<file path="config.mk">
export PLATFORM = sky130hd
export DESIGN_NAME = trap_scheduler_flat
export DESIGN_NICKNAME = d
export VERILOG_FILES = /design/src/rtl/trap_scheduler_pkg.sv /design/src/rtl/trap_scheduler_if.sv /design/src/rtl/trap_scheduler_m1_sync.sv /design/src/rtl/trap_scheduler.sv /design/src/flat_wrapper.sv
export SDC_FILE = /design/constraint.sdc
export NUM_CORES = 1
export LEC_CHECK = 0
export BUFFER_PORTS_ARGS = -buffer_cell sky130_fd_sc_hd__buf_2
export CORE_MARGIN = 2
export CORE_UTILIZATION = 53
export DETAILED_ROUTE_END_ITERATION = 8
export PLACE_DENSITY = 0.78
export SYNTH_ARGS = -nofsm -noshare
export SYNTH_HDL_FRONTEND = slang
export SYNTH_SLANG_ARGS = --single-unit
</file>
<file path="constraint.sdc">
create_clock -name clk -period 2 [get_ports clk]
set_input_delay 0.3 -clock clk [delete_from_list [all_inputs] [get_ports clk]]
set_output_delay 0.3 -clock clk [all_outputs]
set_load 0.01 [all_outputs]
</file>
<file path="src/rtl/trap_scheduler_pkg.sv">
// Shared definitions for trap_scheduler: cause codes, FSM state encodings, source indices.
// No logic of its own; priority helpers are pure functions used by the top.
package trap_scheduler_pkg;

  typedef enum logic [2:0] {
    CAUSE_NONE  = 3'd0,
    CAUSE_IO    = 3'd1,
    CAUSE_IRQ   = 3'd2,
    CAUSE_TIMER = 3'd3,
    CAUSE_SOFT  = 3'd4
  } cause_e;

  typedef enum logic [1:0] {
    ST_RUN  = 2'd0,
    ST_PEND = 2'd1,
    ST_TRAP = 2'd2
  } state_e;

  localparam int SRC_IO    = 0;
  localparam int SRC_IRQ   = 1;
  localparam int SRC_TIMER = 2;
  localparam int SRC_SOFT  = 3;
  localparam int N_SRC     = 4;

  // Fixed priority, lowest index wins: io > irq > timer > soft.
  function automatic logic [N_SRC-1:0] prio_grant(input logic [N_SRC-1:0] req);
    logic [N_SRC-1:0] g;
    g = '0;
    if (req[SRC_IO])         g[SRC_IO]    = 1'b1;
    else if (req[SRC_IRQ])   g[SRC_IRQ]   = 1'b1;
    else if (req[SRC_TIMER]) g[SRC_TIMER] = 1'b1;
    else if (req[SRC_SOFT])  g[SRC_SOFT]  = 1'b1;
    return g;
  endfunction

  function automatic cause_e grant_cause(input logic [N_SRC-1:0] grant);
    cause_e c;
    c = CAUSE_NONE;
    if (grant[SRC_IO])         c = CAUSE_IO;
    else if (grant[SRC_IRQ])   c = CAUSE_IRQ;
    else if (grant[SRC_TIMER]) c = CAUSE_TIMER;
    else if (grant[SRC_SOFT])  c = CAUSE_SOFT;
    return c;
  endfunction

endpackage

</file>
<file path="src/rtl/trap_scheduler_if.sv">
// Bundle of trap request inputs, Z80 cycle status and hypervisor-facing trap outputs.
// master drives requests/CPU status; slave is the scheduler.
interface trap_scheduler_if #(
  parameter int TIMER_W = 16
);
  logic               m1_n;
  logic               irq_sys_n;
  logic               io_trap_req;
  logic [7:0]         io_trap_port;
  logic [TIMER_W-1:0] timer_reload;
  logic               soft_trap_req;
  logic               new_isr;
  logic               last_isr_jmp;
  logic               virtual_enabled;

  logic               trap_state;
  logic               nmi_n;
  logic               capture_address;
  logic [2:0]         cause;
  logic [7:0]         cause_port;
  logic [3:0]         pending;

  modport master (
    output m1_n, irq_sys_n, io_trap_req, io_trap_port, timer_reload,
           soft_trap_req, new_isr, last_isr_jmp, virtual_enabled,
    input  trap_state, nmi_n, capture_address, cause, cause_port, pending
  );

  modport slave (
    input  m1_n, irq_sys_n, io_trap_req, io_trap_port, timer_reload,
           soft_trap_req, new_isr, last_isr_jmp, virtual_enabled,
    output trap_state, nmi_n, capture_address, cause, cause_port, pending
  );
endinterface

</file>
<file path="src/rtl/trap_scheduler_m1_sync.sv">
// m1_sync: 2-flop synchronizer with registered rise/fall pulses; a pin edge shows as a 1-clk pulse 3 clk later.
// No backpressure: pulses are single-cycle and must be consumed on the cycle they appear.
module m1_sync (
  input  logic clk,
  input  logic rst_n,
  input  logic i_async,
  output logic o_level,
  output logic o_rise,
  output logic o_fall
);

  logic r_s1;
  logic r_s2;
  logic r_s3;
  logic r_rise;
  logic r_fall;

  always_ff @(posedge clk or negedge rst_n) begin
    if (!rst_n) begin
      r_s1   <= 1'b1;
      r_s2   <= 1'b1;
      r_s3   <= 1'b1;
      r_rise <= 1'b0;
      r_fall <= 1'b0;
    end else begin
      r_s1   <= i_async;
      r_s2   <= r_s1;
      r_s3   <= r_s2;
      r_rise <= ~r_s3 & r_s2;
      r_fall <= r_s3 & ~r_s2;
    end
  end

  assign o_level = r_s2;
  assign o_rise  = r_rise;
  assign o_fall  = r_fall;

endmodule

</file>
<file path="src/rtl/trap_scheduler.sv">
// trap_scheduler: sticky trap sources, fixed-priority arbitration and RUN/PEND/TRAP sequencing of Z80 /NMI; TRAP_SOFT_EN adds the soft source.
// Latency: pending bit -> nmi_n low 1 clk, trap entry/exit on synchronized M1 falls; no backpressure, requests stay pending until taken.
module trap_scheduler
  import trap_scheduler_pkg::*;
#(
  parameter int TIMER_W = 16
) (
  input logic             clk,
  input logic             rst_n,
  trap_scheduler_if.slave bus
);

  state_e             r_state;
  state_e             w_state_nxt;
  logic [N_SRC-1:0]   r_pending;
  logic [N_SRC-1:0]   w_set;
  logic [N_SRC-1:0]   w_take;
  logic [N_SRC-1:0]   w_grant;
  logic [7:0]         r_io_port;
  logic [7:0]         r_cause_port;
  cause_e             r_cause;
  logic               r_capture;
  logic               w_cap_nxt;
  logic               r_trap_state;
  logic               r_nmi_n;
  logic               w_load_cause;
  logic               w_clr_cause;
  logic               w_m1_lvl;
  logic               w_m1_rise;
  logic               w_m1_fall;
  logic               w_irq_lvl;
  logic               w_irq_rise;
  logic               w_irq_fall;
  logic               r_irq_lvl;
  logic               r_irq_taken;
  logic [TIMER_W-1:0] r_tmr_cnt;
  logic               w_tmr_fire;
  logic               w_unused;

  m1_sync u_m1_sync (
    .clk     (clk),
    .rst_n   (rst_n),
    .i_async (bus.m1_n),
    .o_level (w_m1_lvl),
    .o_rise  (w_m1_rise),
    .o_fall  (w_m1_fall)
  );

  m1_sync u_irq_sync (
    .clk     (clk),
    .rst_n   (rst_n),
    .i_async (bus.irq_sys_n),
    .o_level (w_irq_lvl),
    .o_rise  (w_irq_rise),
    .o_fall  (w_irq_fall)
  );

`ifdef TRAP_SOFT_EN
  assign w_unused = &{1'b0, w_m1_lvl, w_irq_rise, w_irq_fall};
`else
  assign w_unused = &{1'b0, w_m1_lvl, w_irq_rise, w_irq_fall, bus.soft_trap_req};
`endif

  // IRQ level only moves on M1 rising edges; once taken it must be seen high before re-arming.
  always_ff @(posedge clk or negedge rst_n) begin
    if (!rst_n) begin
      r_irq_lvl   <= 1'b1;
      r_irq_taken <= 1'b0;
    end else begin
      if (w_m1_rise) begin
        r_irq_lvl <= w_irq_lvl;
      end
      if (w_take[SRC_IRQ]) begin
        r_irq_taken <= 1'b1;
      end else if (r_irq_lvl) begin
        r_irq_taken <= 1'b0;
      end
    end
  end

  // Reset to a constant; a zero count picks up timer_reload on the first clk.
  always_ff @(posedge clk or negedge rst_n) begin
    if (!rst_n) begin
      r_tmr_cnt <= '0;
    end else if (r_tmr_cnt <= TIMER_W'(1)) begin
      r_tmr_cnt <= bus.timer_reload;
    end else begin
      r_tmr_cnt <= r_tmr_cnt - TIMER_W'(1);
    end
  end

  assign w_tmr_fire = (r_tmr_cnt == TIMER_W'(1));

  always_comb begin
    w_set            = '0;
    w_set[SRC_IO]    = bus.io_trap_req;
    w_set[SRC_IRQ]   = ~r_irq_lvl & ~r_irq_taken & ~w_take[SRC_IRQ];
    w_set[SRC_TIMER] = w_tmr_fire;
`ifdef TRAP_SOFT_EN
    w_set[SRC_SOFT]  = bus.soft_trap_req;
`endif
  end

  always_ff @(posedge clk or negedge rst_n) begin
    if (!rst_n) begin
      r_pending <= '0;
      r_io_port <= '0;
    end else begin
      r_pending <= (r_pending & ~w_take) | w_set;
      // A repeat I/O request keeps the first port unless the bit is being consumed now.
      if (bus.io_trap_req && !(r_pending[SRC_IO] && !w_take[SRC_IO])) begin
        r_io_port <= bus.io_trap_port;
      end
    end
  end

  assign w_grant = prio_grant(r_pending);

  always_ff @(posedge clk or negedge rst_n) begin
    if (!rst_n) begin
      r_state      <= ST_TRAP;
      r_trap_state <= 1'b1;
      r_nmi_n      <= 1'b1;
      r_capture    <= 1'b0;
    end else begin
      r_state      <= w_state_nxt;
      r_trap_state <= (w_state_nxt == ST_TRAP);
      r_nmi_n      <= (w_state_nxt != ST_PEND);
      r_capture    <= w_cap_nxt;
    end
  end

  always_comb begin
    w_state_nxt  = r_state;
    w_take       = '0;
    w_load_cause = 1'b0;
    w_clr_cause  = 1'b0;
    w_cap_nxt    = r_capture & ~w_m1_fall;
    case (r_state)
      ST_RUN: begin
        if (!bus.virtual_enabled) begin
          if (w_m1_fall) begin
            w_state_nxt = ST_TRAP;
          end
        end else if (|r_pending) begin
          w_state_nxt  = ST_PEND;
          w_take       = w_grant;
          w_load_cause = 1'b1;
        end
      end
      ST_PEND: begin
        if (w_m1_fall && (!bus.virtual_enabled || bus.new_isr)) begin
          w_state_nxt = ST_TRAP;
          w_cap_nxt   = bus.virtual_enabled;
        end
      end
      ST_TRAP: begin
        if (w_m1_fall && bus.last_isr_jmp && bus.virtual_enabled) begin
          w_state_nxt = ST_RUN;
          w_clr_cause = 1'b1;
        end
      end
      default: begin
        w_state_nxt = ST_TRAP;
      end
    endcase
  end

  always_ff @(posedge clk or negedge rst_n) begin
    if (!rst_n) begin
      r_cause      <= CAUSE_NONE;
      r_cause_port <= '0;
    end else if (w_clr_cause) begin
      r_cause      <= CAUSE_NONE;
      r_cause_port <= '0;
    end else if (w_load_cause) begin
      r_cause      <= grant_cause(w_grant);
      r_cause_port <= w_grant[SRC_IO] ? r_io_port : 8'h00;
    end
  end

  assign bus.trap_state      = r_trap_state;
  assign bus.nmi_n           = r_nmi_n;
  assign bus.capture_address = r_capture;
  assign bus.cause           = r_cause;
  assign bus.cause_port      = r_cause_port;
  assign bus.pending         = r_pending;

endmodule

</file>
<file path="src/flat_wrapper.sv">
// flat-port wrapper written by rule: the top's interface ports become plain ports
module trap_scheduler_flat import trap_scheduler_pkg::*;
#(
  parameter int TIMER_W = 16
)
  (clk, rst_n, bus_m1_n, bus_irq_sys_n, bus_io_trap_req, bus_io_trap_port, bus_timer_reload, bus_soft_trap_req, bus_new_isr, bus_last_isr_jmp, bus_virtual_enabled, bus_trap_state, bus_nmi_n, bus_capture_address, bus_cause, bus_cause_port, bus_pending);
  trap_scheduler_if #(.TIMER_W(TIMER_W)) bus_i ();
  input logic clk;
  input logic rst_n;
  input wire logic [$bits(bus_i.m1_n)-1:0] bus_m1_n;
  input wire logic [$bits(bus_i.irq_sys_n)-1:0] bus_irq_sys_n;
  input wire logic [$bits(bus_i.io_trap_req)-1:0] bus_io_trap_req;
  input wire logic [$bits(bus_i.io_trap_port)-1:0] bus_io_trap_port;
  input wire logic [$bits(bus_i.timer_reload)-1:0] bus_timer_reload;
  input wire logic [$bits(bus_i.soft_trap_req)-1:0] bus_soft_trap_req;
  input wire logic [$bits(bus_i.new_isr)-1:0] bus_new_isr;
  input wire logic [$bits(bus_i.last_isr_jmp)-1:0] bus_last_isr_jmp;
  input wire logic [$bits(bus_i.virtual_enabled)-1:0] bus_virtual_enabled;
  output wire logic [$bits(bus_i.trap_state)-1:0] bus_trap_state;
  output wire logic [$bits(bus_i.nmi_n)-1:0] bus_nmi_n;
  output wire logic [$bits(bus_i.capture_address)-1:0] bus_capture_address;
  output wire logic [$bits(bus_i.cause)-1:0] bus_cause;
  output wire logic [$bits(bus_i.cause_port)-1:0] bus_cause_port;
  output wire logic [$bits(bus_i.pending)-1:0] bus_pending;
  assign bus_i.m1_n = bus_m1_n;
  assign bus_i.irq_sys_n = bus_irq_sys_n;
  assign bus_i.io_trap_req = bus_io_trap_req;
  assign bus_i.io_trap_port = bus_io_trap_port;
  assign bus_i.timer_reload = bus_timer_reload;
  assign bus_i.soft_trap_req = bus_soft_trap_req;
  assign bus_i.new_isr = bus_new_isr;
  assign bus_i.last_isr_jmp = bus_last_isr_jmp;
  assign bus_i.virtual_enabled = bus_virtual_enabled;
  assign bus_trap_state = bus_i.trap_state;
  assign bus_nmi_n = bus_i.nmi_n;
  assign bus_capture_address = bus_i.capture_address;
  assign bus_cause = bus_i.cause;
  assign bus_cause_port = bus_i.cause_port;
  assign bus_pending = bus_i.pending;
  trap_scheduler #(.TIMER_W(TIMER_W)) u_core (.clk(clk), .rst_n(rst_n), .bus(bus_i));
endmodule
</file>
==> impl_metrics.ini <==
[synthesis]
ys_seq_area_share_pct = 57.1
ys_async_sr_fraction_pct = 100
ys_warn_count = 0
syn_inst = 205
synth_area_um2 = 2340
ys_ff_latch = 53
synthFlopType = dfrtp_1
syn_nets = 240
synth.distinct_cells = 41
synth.avg_cell_area_um2 = 11.4
synth_edf_count = 0

[pwr]
p_int_mw = 2.34
clkPwrFrac_pct = 20.6
pwr-share-comb_pct = 29.2
p_sw_share_pct = 33.3
seqPwrFrac_pct = 50.2
power.density_nw_per_um2 = 1240
ir_worst_vdd_uv = 604
p_sw_mw = 1.17
leakage_nw = 1.30

[placement]
gp_congestion = 0.845
portBuffers = 49
place_hpwl_um = 2980

[detailed_routing]
drtAntennaViolNets = 0
wl_per_cell_um = 13.3
vias_per_cell = 5.33
num_vias = 1689
wirelength_um = 4220
drcViolationCount = 0
drt-initial-drc-count = 96
dr.pass1.iters = 4

[layout]
fill_cells = 343
fin_nets = 299
multi_input_area_um2 = 960
drive_gt1_share_pct = 36.2
seq_area_um2 = 1340
antenna_cells = 0
syn_to_final_growth_pct = 20.3

[floorplanning]
die_x_um = 70.5
io_pins = 51
die-area_um2 = 4970
die_h_um = 70.5
coreArea_um2 = 4290
row_count = 24
initial_core_util_pct = 54.6

[run]
cap_violations = 0

[setup_path]
critPathBufInv = 0
endpoint_kind = flip-flop
cp.arrival_ps = 1930
cp_cell_sequence = nor3_1, nor4b_2, nand3b_4, nor2_1, a21oi_2
worst_path_max_delay_cell = dfrtp_1
cp_top_family = simple AND/OR/NAND/NOR gates
worstSetupPathType = flip-flop to flip-flop
crit_required_ps = 2200
startpoint_type = flip-flop
cp_max_fo = 16
crit_path_max_incr_delay_ps = 440

[timing]
rsz0062_at_grt = false
whs_ps = 83.9
fin_setup_tns_ps = 0
period_needed_ps = 1740
maxSlewViolCount = 0
fmaxAchievable_mhz = 576
worstMarginPinSlew_ps = 532
setup_viol = 0
hold_viol = 0
min_period_over_period_pct = 86.8
finClkSkew_ps = 4.80
slew_headroom_pct = 64.5

[clock_tree]
clockBufferDepth = 2
clk_pin_slew_worst_paths_ps = 90
cts_sinks = 53
cts_tree = built
cts_setup_buffers = 0
tritoncts.num_buffers = 5
ctsRootBufferMaster = clkbuf_8
cts-htree-levels = 2
clkLatencyLatePin_ps = 300

[global_routing]
grt_max_degree = 32
grt_pass1_vias = 1678
grt_use_total_pct = 18.8
antenna_found_initial = 0
grt_pass1_wl_um = 7360
overflow = 0

[run_status]
status = complete, no violations

[min_path]
hold_class = input port to flip-flop
[state kept, by name, indices dropped and copies added, names as in the netlist, 2 cells and up]
register               count
u_core.r_tmr_cnt          16
u_core.r_io_port           8
u_core.bus.pending         4
u_core.r_state             2
u_core.bus.cause_port      8
u_core.bus.cause           3
[layout by cell type (no fill, tap or decap), types with 2 or more instances in the layout]
master / netlist / routed
nor2_1: 34 / 34
xor2_1: 7 / 7
nand4_1: 4 / 4
nor3b_1: 2 / 2
mux2_2: 4 / 4
clkbuf_8: 0 / 5
xnor2_1: 7 / 7
a21oi_1: 12 / 12
nor3_1: 7 / 7
or3_1: 4 / 4
and2_1: 2 / 2
mux2_1: 5 / 5
nand3_1: 2 / 2
a22oi_1: 8 / 8
dfrtp_1: 44 / 44
inv_1: 7 / 7
a21oi_2: 10 / 10
buf_2: 2 / 49
nand2b_1: 2 / 2
nor2b_1: 3 / 3
nand2_2: 2 / 2
nand2_1: 4 / 4
ha_1: 2 / 2
buf_4: 0 / 6
o21ai_0: 3 / 3
o31ai_1: 2 / 2
dfstp_2: 9 / 9
[Yosys cell counts, drive strengths merged (4+ instances only)]
master | count | area [µm²]
xor2 | 7 | 61.3
a22oi | 8 | 60.1
xnor2 | 7 | 61.3
inv | 7 | 26.3
nand4 | 4 | 25.0
o21ai | 4 | 20.0
dfrtp | 44 | 1100
nor3 | 9 | 61.3
mux2 | 9 | 101
or3 | 5 | 36.3
dfstp | 9 | 236
nand2 | 6 | 27.5
a21oi | 22 | 148
nor2 | 34 | 128
[final timing paths]
path,start,to,slack [ps],cells after the start
max,u_core.r_tmr_cnt[5],u_core.r_tmr_cnt[12],260,5
min,bus_irq_sys_n,u_core.u_irq_sync.r_s1,80,1
max reg2reg,u_core.r_tmr_cnt[5],u_core.r_tmr_cnt[12],260,5
min reg2reg,u_core.u_m1_sync.r_s1,u_core.u_m1_sync.o_level,360,0
max in group asynchronous,rst_n,u_core.r_state[1],870,3
min in group asynchronous,rst_n,u_core.bus.capture_address,500,2
[kinds of logic after synthesis]
kind of cell             count (synthesis)  share of synthesized area (%)
AO/OA/AOI/OAI                           41                           12.0
XOR/XNOR                                14                           5.23
adder cells (fa/ha/maj)                  2                           1.07
buffers and inverters                   12                           2.35
flip-flops                              53                           57.1
multiplexers                             9                           4.32
AND/OR/NAND/NOR                         74                           18.0
[stage by stage]
stage                     power [mW]  setup slack (ps)  cells  util [%]  instance area, µm²
after floorplan                 2.45               401    205         -                2340
after global placement          2.76               244    308      62.6                2690
after detailed placement        2.81               199    308      62.6                2690
after CTS                       3.54               175    317      65.5                2810
after global routing            3.76              70.1    317      65.7                2820
final                           3.51               265    317      65.7                2820
[routing by layer]
layer	vias up	track usage (%)	part of all wire, %
li1	832	-	-
met4	0	6.84	1.7
met5	-	0	0
met1	799	22.6	43
met2	50	32.4	50
met3	8	4.91	5.5
[power by group through the flow]
stage	Clock (mW)	Sequential [mW]	Combinational, mW
after floorplan	0	1.80	0.646
after CTS	0.739	1.76	1.04
after global placement	0	1.76	1.00
after detailed placement	0	1.78	1.03
after global routing	0.783	1.82	1.15
final	0.723	1.76	1.02
[final cells by class]
| cell class | count | area share (%) |
|---|---|---|
| Tap cell | 52 | 2.31 |
| Clock inverter | 2 | 1.38 |
| Timing Repair Buffer | 57 | 11.4 |
| Sequential cell | 53 | 47.4 |
| Inverter | 7 | 0.932 |
| Clock buffer | 6 | 2.57 |
| Multi-Input combinational cell | 140 | 34.0 |
[timing repair]
item	4_1_cts	5_1_grt
hold endpoints to repair	15	0
gates resized for setup	0	1
setup endpoints to repair	0	10
hold buffers	1	0
(Power assumes the default switching activity.)
